## config.mk

```make
export PLATFORM = sky130hd
export DESIGN_NAME = frame_sched
export DESIGN_NICKNAME = d
export VERILOG_FILES = /design/src/rtl/frame_sched.sv
export SDC_FILE = /design/constraint.sdc
export NUM_CORES = 1
export LEC_CHECK = 0
export BUFFER_PORTS_ARGS = -buffer_cell sky130_fd_sc_hd__buf_4
export CAP_MARGIN = 20
export CORE_MARGIN = 8
export CORE_UTILIZATION = 25
export CTS_CLUSTER_DIAMETER = 150
export DETAILED_ROUTE_END_ITERATION = 6
export GPL_TIMING_DRIVEN = 0
export PLACE_DENSITY_LB_ADDON = 0.25
export REMOVE_ABC_BUFFERS = 1
export SETUP_SLACK_MARGIN = 0.4
export SYNTH_ARGS = -nofsm -noshare
export SYNTH_HDL_FRONTEND = slang
export SYNTH_SLANG_ARGS = --single-unit
```

## constraint.sdc

```tcl
create_clock -name clk -period 1.7 [get_ports clk]
set_input_delay 0.17 -clock clk [delete_from_list [all_inputs] [get_ports clk]]
set_output_delay 0.17 -clock clk [all_outputs]
set_load 0.02 [all_outputs]
```

## src/rtl/frame_sched.sv

```systemverilog
// Reads a frame word by word from the packet buffer and sends each word as lo/hi bytes over a valid/ready link; ob_abort rewinds and replays the frame.
// Optional FRAME_SCHED_SYNC_EN adds a FF,FF,FF,7F preamble per frame; every byte holds until ob_ready accepts it.
module frame_sched #(
  parameter int FRAME_WORDS = 8,
  parameter int SETTLE      = 2
) (
  input  logic        clk,
  input  logic        rst,
  input  logic        FrameReady,
  input  logic [15:0] DataVal,
  output logic        DataNext,
  output logic        DataFrameReset,
  output logic [7:0]  ob_data,
  output logic        ob_valid,
  input  logic        ob_ready,
  input  logic        ob_abort,
  output logic        busy,
  output logic [15:0] frame_cnt
);

  localparam int IW = $clog2(FRAME_WORDS) + 1;
  localparam int CW = $clog2(SETTLE + 1);
  localparam logic [IW-1:0] WORDS       = IW'(FRAME_WORDS);
  localparam logic [CW-1:0] SETTLE_LAST = CW'(SETTLE - 1);
  localparam logic [CW-1:0] SETTLE_END  = CW'(SETTLE);

  localparam logic [2:0] S_IDLE    = 3'd0;
  localparam logic [2:0] S_CAPTURE = 3'd1;
  localparam logic [2:0] S_SEND_LO = 3'd2;
  localparam logic [2:0] S_SEND_HI = 3'd3;
  localparam logic [2:0] S_ADVANCE = 3'd4;
  localparam logic [2:0] S_SETTLE  = 3'd5;
  localparam logic [2:0] S_REWIND  = 3'd6;
`ifdef FRAME_SCHED_SYNC_EN
  localparam logic [2:0] S_SYNC    = 3'd7;
`endif

  logic [2:0]    r_state;
  logic [IW-1:0] r_idx;
  logic [CW-1:0] r_cnt;
  logic [15:0]   r_hold;
  logic [15:0]   r_frame_cnt;
`ifdef FRAME_SCHED_SYNC_EN
  logic [1:0]    r_sync_idx;
`endif

  logic       w_valid;
  logic [7:0] w_data;
  logic       w_xfer;
  logic       w_abort;

  always_comb begin
    w_valid = 1'b0;
    w_data  = 8'h00;
    case (r_state)
      S_SEND_LO: begin
        w_valid = 1'b1;
        w_data  = r_hold[7:0];
      end
      S_SEND_HI: begin
        w_valid = 1'b1;
        w_data  = r_hold[15:8];
      end
`ifdef FRAME_SCHED_SYNC_EN
      S_SYNC: begin
        w_valid = 1'b1;
        w_data  = (r_sync_idx == 2'd3) ? 8'h7F : 8'hFF;
      end
`endif
      default: ;
    endcase
  end

  // Outputs are forced to their idle values for the whole time rst is high, not just after the first edge.
  assign ob_valid       = w_valid && !rst;
  assign ob_data        = rst ? 8'h00 : w_data;
  assign DataNext       = (r_state == S_ADVANCE) && !rst;
  assign DataFrameReset = (r_state == S_REWIND) && (r_cnt == '0) && !rst;
  assign busy           = (r_state != S_IDLE) && !rst;
  assign frame_cnt      = rst ? 16'h0000 : r_frame_cnt;

  assign w_xfer  = ob_valid && ob_ready;
  assign w_abort = ob_abort && (r_state != S_IDLE) && (r_state != S_REWIND);

  always_ff @(posedge clk) begin
    if (rst) begin
      r_state     <= S_IDLE;
      r_idx       <= '0;
      r_cnt       <= '0;
      r_hold      <= 16'h0000;
      r_frame_cnt <= 16'h0000;
`ifdef FRAME_SCHED_SYNC_EN
      r_sync_idx  <= 2'd0;
`endif
    end else if (w_abort) begin
      r_state <= S_REWIND;
      r_idx   <= '0;
      r_cnt   <= '0;
    end else begin
      case (r_state)
        S_IDLE: begin
          if (FrameReady) begin
            r_idx <= '0;
`ifdef FRAME_SCHED_SYNC_EN
            r_sync_idx <= 2'd0;
            r_state    <= S_SYNC;
`else
            r_state <= S_CAPTURE;
`endif
          end
        end
`ifdef FRAME_SCHED_SYNC_EN
        S_SYNC: begin
          if (w_xfer) begin
            r_sync_idx <= r_sync_idx + 2'd1;
            if (r_sync_idx == 2'd3) r_state <= S_CAPTURE;
          end
        end
`endif
        S_CAPTURE: begin
          r_hold  <= DataVal;
          r_state <= S_SEND_LO;
        end
        S_SEND_LO: if (w_xfer) r_state <= S_SEND_HI;
        S_SEND_HI: if (w_xfer) r_state <= S_ADVANCE;
        S_ADVANCE: begin
          r_idx   <= r_idx + IW'(1);
          r_cnt   <= '0;
          r_state <= S_SETTLE;
        end
        S_SETTLE: begin
          if (r_cnt == SETTLE_LAST) begin
            r_cnt <= '0;
            if (r_idx < WORDS) begin
              r_state <= S_CAPTURE;
            end else begin
              r_state     <= S_IDLE;
              r_frame_cnt <= r_frame_cnt + 16'd1;
            end
          end else begin
            r_cnt <= r_cnt + CW'(1);
          end
        end
        // One DataFrameReset cycle (cnt==0) followed by SETTLE quiet cycles.
        S_REWIND: begin
          if (r_cnt == SETTLE_END) begin
            r_cnt   <= '0;
            r_state <= S_IDLE;
          end else begin
            r_cnt <= r_cnt + CW'(1);
          end
        end
        default: r_state <= S_IDLE;
      endcase
    end
  end

endmodule

```

==> results.json, run 1 <==
{
  "fill_cells": 851,
  "cp_data_arrival_time_ns": 1.74,
  "synth_edf_count": 0,
  "synthArstFlopShare_pct": 0,
  "rsz0062_at_grt": "true",
  "cts_hold_buffers": 0,
  "drtIter0Drc": 159,
  "period_share_pct": 91.50,
  "yosysSeqAreaShare_pct": 37.53,
  "start_util_pct": 25.45,
  "powerDensity_nw_per_um2": 891.9,
  "numPortBuffers": 48,
  "hold_viol_final": 0,
  "combPwrFrac_pct": 39.6,
  "layout-drive-gt1-share_pct": 57.59,
  "hold_ws_ns": 0.1031,
  "syn_inst": 268,
  "max_stage_delay_ns": 0.41,
  "area_growth_syn_to_layout_pct": 68.19,
  "die_y_um": 109.5,
  "critPathKind": "reg2reg",
  "switching_share_pct": 34.16,
  "cts_tree": "done",
  "peakVddDrop_uv": 438.2,
  "synth_commonest_cells": "nand2_1 (45), dfxtp_1 (41), nor2_1 (31)",
  "diodes": 0,
  "syn-cell-area_um2": 2187,
  "grt_pass1_vias": 2223,
  "cts.path.max_buffers": 2,
  "dieArea_um2": 12000,
  "seq_area_um2": 853.3,
  "netlist-cell-type-count": 48,
  "routed_wl_um": 6743,
  "clock_latency_ns": 0.30,
  "switching_power_mw": 1.121,
  "core.rowCount": 34,
  "tightest_slew_ns": 0.5101,
  "critPathSlowestCell": "and4bb_4",
  "gr-total-overflow": 0,
  "synth_seq_cells": 41,
  "dp_slack_ns": -0.7524,
  "finalWorstSetupSlack_ns": 0.1444,
  "grt_use_total_pct": 11.00,
  "finalSetupViolCount": 0,
  "multiInputGateArea_um2": 1714,
  "nNetsFinal": 371,
  "skew_ns": 0.01076,
  "root_buffer": "clkbuf_8",
  "core-area_um2": 8593,
  "via_per_inst": 4.751,
  "yosysMostFrequentCell": "nand2_1",
  "fmaxAchievable_ghz": 0.6429,
  "slew_violations": 0,
  "power.total_mw": 3.281,
  "path_max_fanout": 8,
  "endpoint_kind": "register",
  "h-tree-depth": 2,
  "syn_avg_cell_area_um2": 8.161,
  "grt_max_degree": 56,
  "hold_class": "in2reg",
  "synth_top_area_cell": "dfxtp_1",
  "via_count": 2171,
  "cap_violations": 0,
  "clkTransAtPathRegs_ns": 0.09,
  "status": "finished, final reports clean",
  "grt_first_pass_wirelength_um": 10620,
  "clkPwrFrac_pct": 25.6,
  "postLayoutCellArea_um2": 3679,
  "post-route-min-period_ns": 1.556,
  "cts_sinks": 41,
  "die_w_um": 109.5,
  "hpwlAfterDp_um": 3707,
  "gp_congestion": 0.7296,
  "critPathLaunchType": "register",
  "crit_required_ns": 1.88,
  "path_cells": "and4bb_4, nand4_4, nor3_2, mux2_4",
  "final_antenna_net_count": 0,
  "ioPinCount": 49,
  "power.static_leakage_nw": 1.493,
  "remaining_drc_errors": 0,
  "antenna_found_initial": 0,
  "power_frac_seq_pct": 34.8,
  "p_int_mw": 2.160,
  "yosys.area.top_type_share_pct": 37.53,
  "fin_setup_tns_ns": 0,
  "place_area_um2": 2589,
  "relSlewSlack_pct": 65.99,
  "synth.area.top_cells": "dfxtp_1 (38%), nand2_1 (7.7%), nor2_1 (5.3%)",
  "synthFlopType": "dfxtp_1",
  "wl_per_cell_um": 14.75,
  "yosysWarnings": 0,
  "first_pass_iters": 4,
  "numCtsBuffers": 5
}
==> final timing paths <==
check / from / endpoint / slack [ns] / depth (start not counted)
worst min register to register: r_hold[3] / r_hold[3] / 0.46 / 2
worst max register to register: r_state[1] / r_frame_cnt[9] / 0.14 / 4
worst max-delay path: r_state[1] / r_frame_cnt[9] / 0.14 / 4
worst min-delay path: DataVal[7] / r_hold[7] / 0.10 / 3
==> per-layer routing <==
layer	GRT usage, %	share of wire (%)	vias up
met3	2.696	4.1	9
met2	17.96	48	45
met4	3.954	1.6	0
met1	13.76	46	1032
met5	0	0	-
li1	-	-	1085
==> stage by stage <==
step	std cells	util [%]
floorplan	252	-
global placement	408	30.13
detailed placement	408	30.13
CTS	444	37.11
global route	457	42.81
finish	457	42.81
==> area by class of cell <==
class	instances	share of cell area, %
clock buffers	6	2.245
inverters	7	1.088
multi-input cells	205	46.60
repair buffers	88	22.18
flip-flops and latches	41	23.20
clock inverters	2	1.020
well taps	108	3.673
==> state kept, by name, summed over array words and instances, names as in the netlist <==
| name | flops |
|---|---|
| r_cnt | 2 |
| r_frame_cnt | 16 |
| r_hold | 16 |
| r_idx | 4 |
| r_state | 3 |
==> critical path: cells and delay by family (launching register included) <==
kind          cells  cell delay [ns]
flops             1             0.38
simple gates      3             0.74
mux               1             0.31
==> power by group through the flow <==
stage	registers (mW)	clock network [mW]	logic (mW)
2_1_floorplan	1.17	0	0.367
6_report	1.14	0.840	1.30
3_5_place_dp	1.22	0	0.531
5_1_grt	1.16	0.925	1.38
3_3_place_gp	1.22	0	0.531
4_1_cts	1.12	0.859	0.932
==> cell usage in the layout (no fill, tap or decap), types with 2 or more instances in the layout <==
cell type   Yosys  layout
a21oi_1        22       6
a21oi_2         0      16
a221oi_1        3       2
a22oi_1         3       3
and4_4          0       2
buf_12          0       4
buf_4           1      58
buf_6           3      24
clkbuf_8        0       6
clkinvlp_4      0       4
dfxtp_1        41      27
dfxtp_2         0       8
dfxtp_4         0       6
inv_1           7       2
mux2_1          3       2
mux2_2          7       6
mux2_4          0       2
mux2i_1         8       2
mux2i_2         0       2
mux2i_4         0       4
nand2_1        45      31
nand2_2         0       5
nand2_4         1       9
nand2b_4        0       4
nand3_1         7       7
nor2_1         31      19
nor2_2          0       4
nor2_4          1       9
nor2b_1        17      16
nor3_1          7       2
nor3_2          0       2
nor3_4          0       3
nor4_4          1       5
o21ai_0         8       6
o21ai_1         0       2
o31ai_1         2       2
or3_1           2       2
or3b_4          1       2
xnor2_1         3       3
xor2_1          3       3
==> cell families (layout without fill, tap and decap cells) <==
group / count (synthesis) / after routing / share of synthesized area, %
simple gates: 134 / 135 / 32.61
flops: 41 / 41 / 37.53
buf+inv: 23 / 103 / 5.492
xor+xnor: 6 / 6 / 2.403
fa+ha+maj: 2 / 2 / 1.144
compound gates: 44 / 44 / 12.01
mux: 18 / 18 / 8.810
==> what timing repair did <==
action                                  CTS  global route
gates resized for setup                  69            97
pin swaps                                16            28
cloned                                    1             1
endpoints found under the setup margin   53            57
setup buffers                            27            12
No activity file was read; power rests on OpenSTA's default activity.
==> run 2, diff against run 1 <==
--- a/config.mk
+++ b/config.mk
@@ -7,7 +7,7 @@
 export LEC_CHECK = 0
 export BUFFER_PORTS_ARGS = -buffer_cell sky130_fd_sc_hd__buf_4
 export CAP_MARGIN = 20
-export CORE_MARGIN = 8
+export CORE_MARGIN = 2
 export CORE_UTILIZATION = 25
 export CTS_CLUSTER_DIAMETER = 150
 export DETAILED_ROUTE_END_ITERATION = 6
==> run 2 against run 1 <==
Fmax grew 0.50%. Cell count shrank 1.5%. Global-route usage grew 0.76 points. Critical endpoint is now r_frame_cnt[14]. Die area shrank 21%. Count of clock-buffer cells in the layout grew 1. Worst hold slack gained 0.021 ns. Highest routed layer unchanged. Clock power shrank 2.7%.
==> results.json, run 2 (synthesis results as in run 1) <==
{
  "status": "finished, final reports clean",
  "grt_use_total_pct": 11.77,
  "nNetsFinal": 364,
  "die_w_um": 97.53,
  "cp_data_arrival_time_ns": 1.73,
  "cts_sinks": 41,
  "crit_required_ns": 1.88,
  "grt_first_pass_wirelength_um": 9397,
  "first_pass_iters": 5,
  "critPathKind": "reg2reg",
  "remaining_drc_errors": 0,
  "antenna_found_initial": 0,
  "peakVddDrop_uv": 463.7,
  "via_count": 2089,
  "slew_violations": 0,
  "place_area_um2": 2589,
  "postLayoutCellArea_um2": 3339,
  "rsz0062_at_grt": "true",
  "power.static_leakage_nw": 1.381,
  "power.total_mw": 3.062,
  "diodes": 0,
  "post-route-min-period_ns": 1.548,
  "core-area_um2": 8593,
  "cts.path.max_buffers": 2,
  "finalSetupViolCount": 0,
  "final_cell_mix": "buf_4 (66), nand2_1 (45), dfxtp_1 (28)",
  "dieArea_um2": 9512,
  "h-tree-depth": 2,
  "path_max_fanout": 7,
  "ioPinCount": 49,
  "hold_viol_final": 0,
  "via_per_inst": 4.642,
  "reg.largest.list": "r_frame_cnt: 16 flops, r_hold: 16 flops, r_idx: 4 flops",
  "grt_pass1_vias": 1973,
  "grt_max_degree": 56,
  "drtIter0Drc": 121,
  "layout-drive-gt1-share_pct": 44.74,
  "skew_ns": 0.004503,
  "relSlewSlack_pct": 72.01,
  "fin_setup_tns_ns": 0,
  "gp_congestion": 0.7091,
  "clkTransAtPathRegs_ns": 0.08,
  "fill_cells": 893,
  "die_y_um": 97.53,
  "powerDensity_nw_per_um2": 916.9,
  "reg2reg_from": "r_state[1]",
  "endpoint_kind": "register",
  "routed_wl_um": 5801,
  "root_buffer": "clkbuf_8",
  "cap_violations": 0,
  "core.rowCount": 34,
  "gr-total-overflow": 0,
  "numPortBuffers": 48,
  "wl_per_cell_um": 12.89,
  "numCtsBuffers": 5,
  "cts_tree": "done",
  "final_antenna_net_count": 0,
  "clock_latency_ns": 0.29,
  "hold_class": "in2reg",
  "startpoint": "r_state[1]",
  "placedCellCount": 408,
  "fmaxAchievable_ghz": 0.6461,
  "period_share_pct": 91.05,
  "tightest_slew_ns": 0.4198,
  "start_util_pct": 25.45,
  "area_growth_syn_to_layout_pct": 52.69,
  "hpwlAfterDp_um": 3420,
  "final_common_cell": "buf_4",
  "fin_cells": 450,
  "critPathLaunchType": "register",
  "worstHoldStart": "DataVal[10]"
}
[run 2: cell count changes in the layout (fill, tap and decap cells not counted), sizes merged]
cell,change
clkinvlp,-2
buf,-6
inv,+1
[run 2: final timing paths]
kind / to / slack (ns) / depth (start not counted)
setup / recovery: r_frame_cnt[14] / 0.15 / 5
hold reg to reg: r_hold[9] / 0.46 / 2
setup reg to reg: r_frame_cnt[14] / 0.15 / 5
hold / removal: r_hold[10] / 0.12 / 3
[run 2: repair_timing]
action,in CTS,in global routing
cloned,0,1
setup buffers,25,8
pin swaps,21,13
resized for setup,66,27
hold buffers,0,0
endpoints found under the setup margin,54,53
[run 2: critical path, stage by stage, from the launching register on]
cell,delay (ns)
dfxtp_4,0.38
and4bb_4,0.38
buf_12,0.12
nand2_8,0.08
nor4_4,0.16
mux2_4,0.32
[run 2: layout make-up]
class | instances | area (um2) | area share [%]
tap | 108 | 135.1 | 4.046
timing repair buffer | 81 | 698.2 | 20.91
multi-input combinational | 205 | 1499 | 44.89
sequential | 41 | 857.1 | 25.67
clock inverter | 1 | 30.03 | 0.8992
inverter | 7 | 33.78 | 1.012
clock buffer | 7 | 86.33 | 2.585
[run 2: stage by stage]
stage	hold slack [ns]	setup WS, ns	util (%)
5_1_grt	0.1152	0.08621	38.86
6_report	0.1244	0.1521	38.86
3_5_place_dp	0.4255	-0.7222	30.13
4_1_cts	0.1139	0.1387	36.87
2_1_floorplan	0.2391	-0.3183	-
3_3_place_gp	0.4228	-0.7281	30.13
[run 2: power breakdown]
group	internal, mW	switching [mW]
Combinational	0.566	0.554
Clock	0.479	0.338
Sequential	1.04	0.0911
[run 2: layer usage]
metal	track usage [%]	part of all wire, %
met3	2.806	3.7
met2	19.47	48
met4	2.885	0.59
met1	15.46	47
met5	0	0
==> run 3, diff against run 2 <==
==> constraint.sdc (replaced) <==
create_clock -name clk -period 1.7 [get_ports clk]
set_input_delay 0.255 -clock clk [delete_from_list [all_inputs] [get_ports clk]]
set_output_delay 0.255 -clock clk [all_outputs]
set_load 0.02 [all_outputs]
==> run 3 against run 2 <==
Cell count increased by 0.67%. Worst setup slack got worse by 0.053 ns. Sequential share of layout area fell by 1.4 points. Routed wire length up 3.7%. Critical endpoint is now r_frame_cnt[8].
==> results.json, run 3 (synthesis results as in run 1) <==
{
  "status": "finished, final reports clean",
  "via_per_inst": 4.684,
  "endpoint_kind": "register",
  "remaining_drc_errors": 0,
  "rsz0062_at_grt": "true",
  "layout-drive-gt1-share_pct": 52.17,
  "nNetsFinal": 367,
  "hold_viol_final": 0,
  "fin_cells": 453,
  "fmaxAchievable_ghz": 0.6246,
  "path_cells": "and4bb_4, nand2_8, buf_12, nor3_2, mux2_4",
  "combPwrFrac_pct": 38.1,
  "post-route-min-period_ns": 1.601,
  "period_share_pct": 94.18,
  "core.rowCount": 34,
  "root_buffer": "clkbuf_8",
  "grt_use_total_pct": 12.12,
  "crit_required_ns": 1.89,
  "cts_sinks": 41,
  "cts_tree": "done",
  "hpwlAfterDp_um": 3420,
  "clkPwrFrac_pct": 26.3,
  "h-tree-depth": 2,
  "tightest_slew_ns": 0.3856,
  "placedCellCount": 408,
  "critPathLaunchType": "register",
  "cap_violations": 0,
  "wl_per_cell_um": 13.28,
  "r2r_slack_ns": 0.1,
  "routed_wl_um": 6018,
  "max_stage_delay_ns": 0.41,
  "path_max_fanout": 8,
  "grt_first_pass_wirelength_um": 9618,
  "start_util_pct": 25.45,
  "grt_pass1_vias": 2007,
  "critPathKind": "reg2reg",
  "power.total_mw": 3.198,
  "cp_data_arrival_time_ns": 1.79,
  "via_count": 2122,
  "slew_violations": 0,
  "fin_setup_tns_ns": 0,
  "final_antenna_net_count": 0,
  "cts.path.max_buffers": 2,
  "cts_hold_buffers": 0,
  "switching_power_mw": 1.061,
  "final_common_cell": "buf_4",
  "power.static_leakage_nw": 1.411,
  "startpoint": "r_state[1]",
  "switching_share_pct": 33.18,
  "clkTransAtPathRegs_ns": 0.08,
  "powerDensity_nw_per_um2": 904.1,
  "fill_cells": 878,
  "numPortBuffers": 48,
  "critPathSlowestCell": "and4bb_4",
  "multiInputGateArea_um2": 1627,
  "clock_latency_ns": 0.29,
  "antenna_found_initial": 0,
  "relSlewSlack_pct": 74.29,
  "ioPinCount": 49,
  "peakVddDrop_uv": 434.8,
  "final_cell_mix": "buf_4 (57), nand2_1 (44), dfxtp_1 (24)",
  "reg2reg_from": "r_state[1]",
  "skew_ns": 0.004450,
  "gr-total-overflow": 0,
  "area_growth_syn_to_layout_pct": 61.73,
  "reg.largest.list": "r_frame_cnt: 16 flops, r_hold: 16 flops, r_idx: 4 flops",
  "worstHoldStart": "DataVal[3]",
  "seq_area_um2": 857.1,
  "diodes": 0,
  "drtIter0Drc": 68,
  "core-area_um2": 8593,
  "finalSetupViolCount": 0,
  "dieArea_um2": 9512,
  "die_w_um": 97.53,
  "first_pass_iters": 4,
  "hold_class": "in2reg",
  "numCtsBuffers": 5,
  "gp_congestion": 0.7091,
  "die_y_um": 97.53,
  "grt_max_degree": 56,
  "power_frac_seq_pct": 35.6,
  "p_int_mw": 2.137
}
## run 3: cell types whose count changed in the layout (fill, tap and decap cells not counted), sizes merged
cell	change
buf	+2
nand2b	+1
## run 3: final cells by class
type	instances	area share [%]
Clock buffer	7	2.441
Clock inverter	1	0.8490
Inverter	7	0.9551
Multi-Input combinational cell	206	45.99
Sequential cell	41	24.23
Tap cell	108	3.820
Timing Repair Buffer	83	21.72
## run 3: worst max-delay path, delay by kind of cell (launching register included)
family | cells | cell delay [ns]
multiplexers | 1 | 0.32
buffers and inverters | 1 | 0.15
flip-flops | 1 | 0.39
AND/OR/NAND/NOR | 3 | 0.64
## run 3: power by group through the flow
stage / Combinational, mW / Sequential, mW / Clock [mW]
2_1_floorplan: 0.367 / 1.17 / 0
3_3_place_gp: 0.529 / 1.22 / 0
3_5_place_dp: 0.529 / 1.22 / 0
4_1_cts: 1.06 / 1.12 / 0.846
5_1_grt: 1.31 / 1.15 / 0.896
6_report: 1.22 / 1.14 / 0.839
## run 3: per-layer routing
metal / vias up / global-route usage [%] / routed length [um]
met1: 986 / 15.97 / 2893
met4: 0 / 2.885 / 55
met3: 5 / 2.806 / 206
li1: 1090 / - / -
met5: - / 0 / 0
met2: 41 / 20.11 / 2862
## run 3: final timing paths
kind	end	depth (start not counted)
worst max register to register	r_frame_cnt[8]	5
worst min register to register	r_hold[13]	2
worst min-delay path	r_hold[3]	3
worst max-delay path	r_frame_cnt[8]	5
## run 3: timing repair
action,CTS,global route
pin swaps,17,20
setup buffers,27,8
setup endpoints to repair,65,63
cloned,2,0
gates resized for setup,78,60
## run 3: per-stage QoR
step	hold slack [ns]	worst slack [ns]	area, um2	util (%)
finish	0.2014	0.09898	3537	41.16
CTS	0.1989	0.1157	3224	37.52
floorplan	0.3241	-0.3183	2093	-
global placement	0.4433	-0.7281	2589	30.13
global route	0.1999	0.06206	3537	41.16
detailed placement	0.4459	-0.7222	2589	30.13
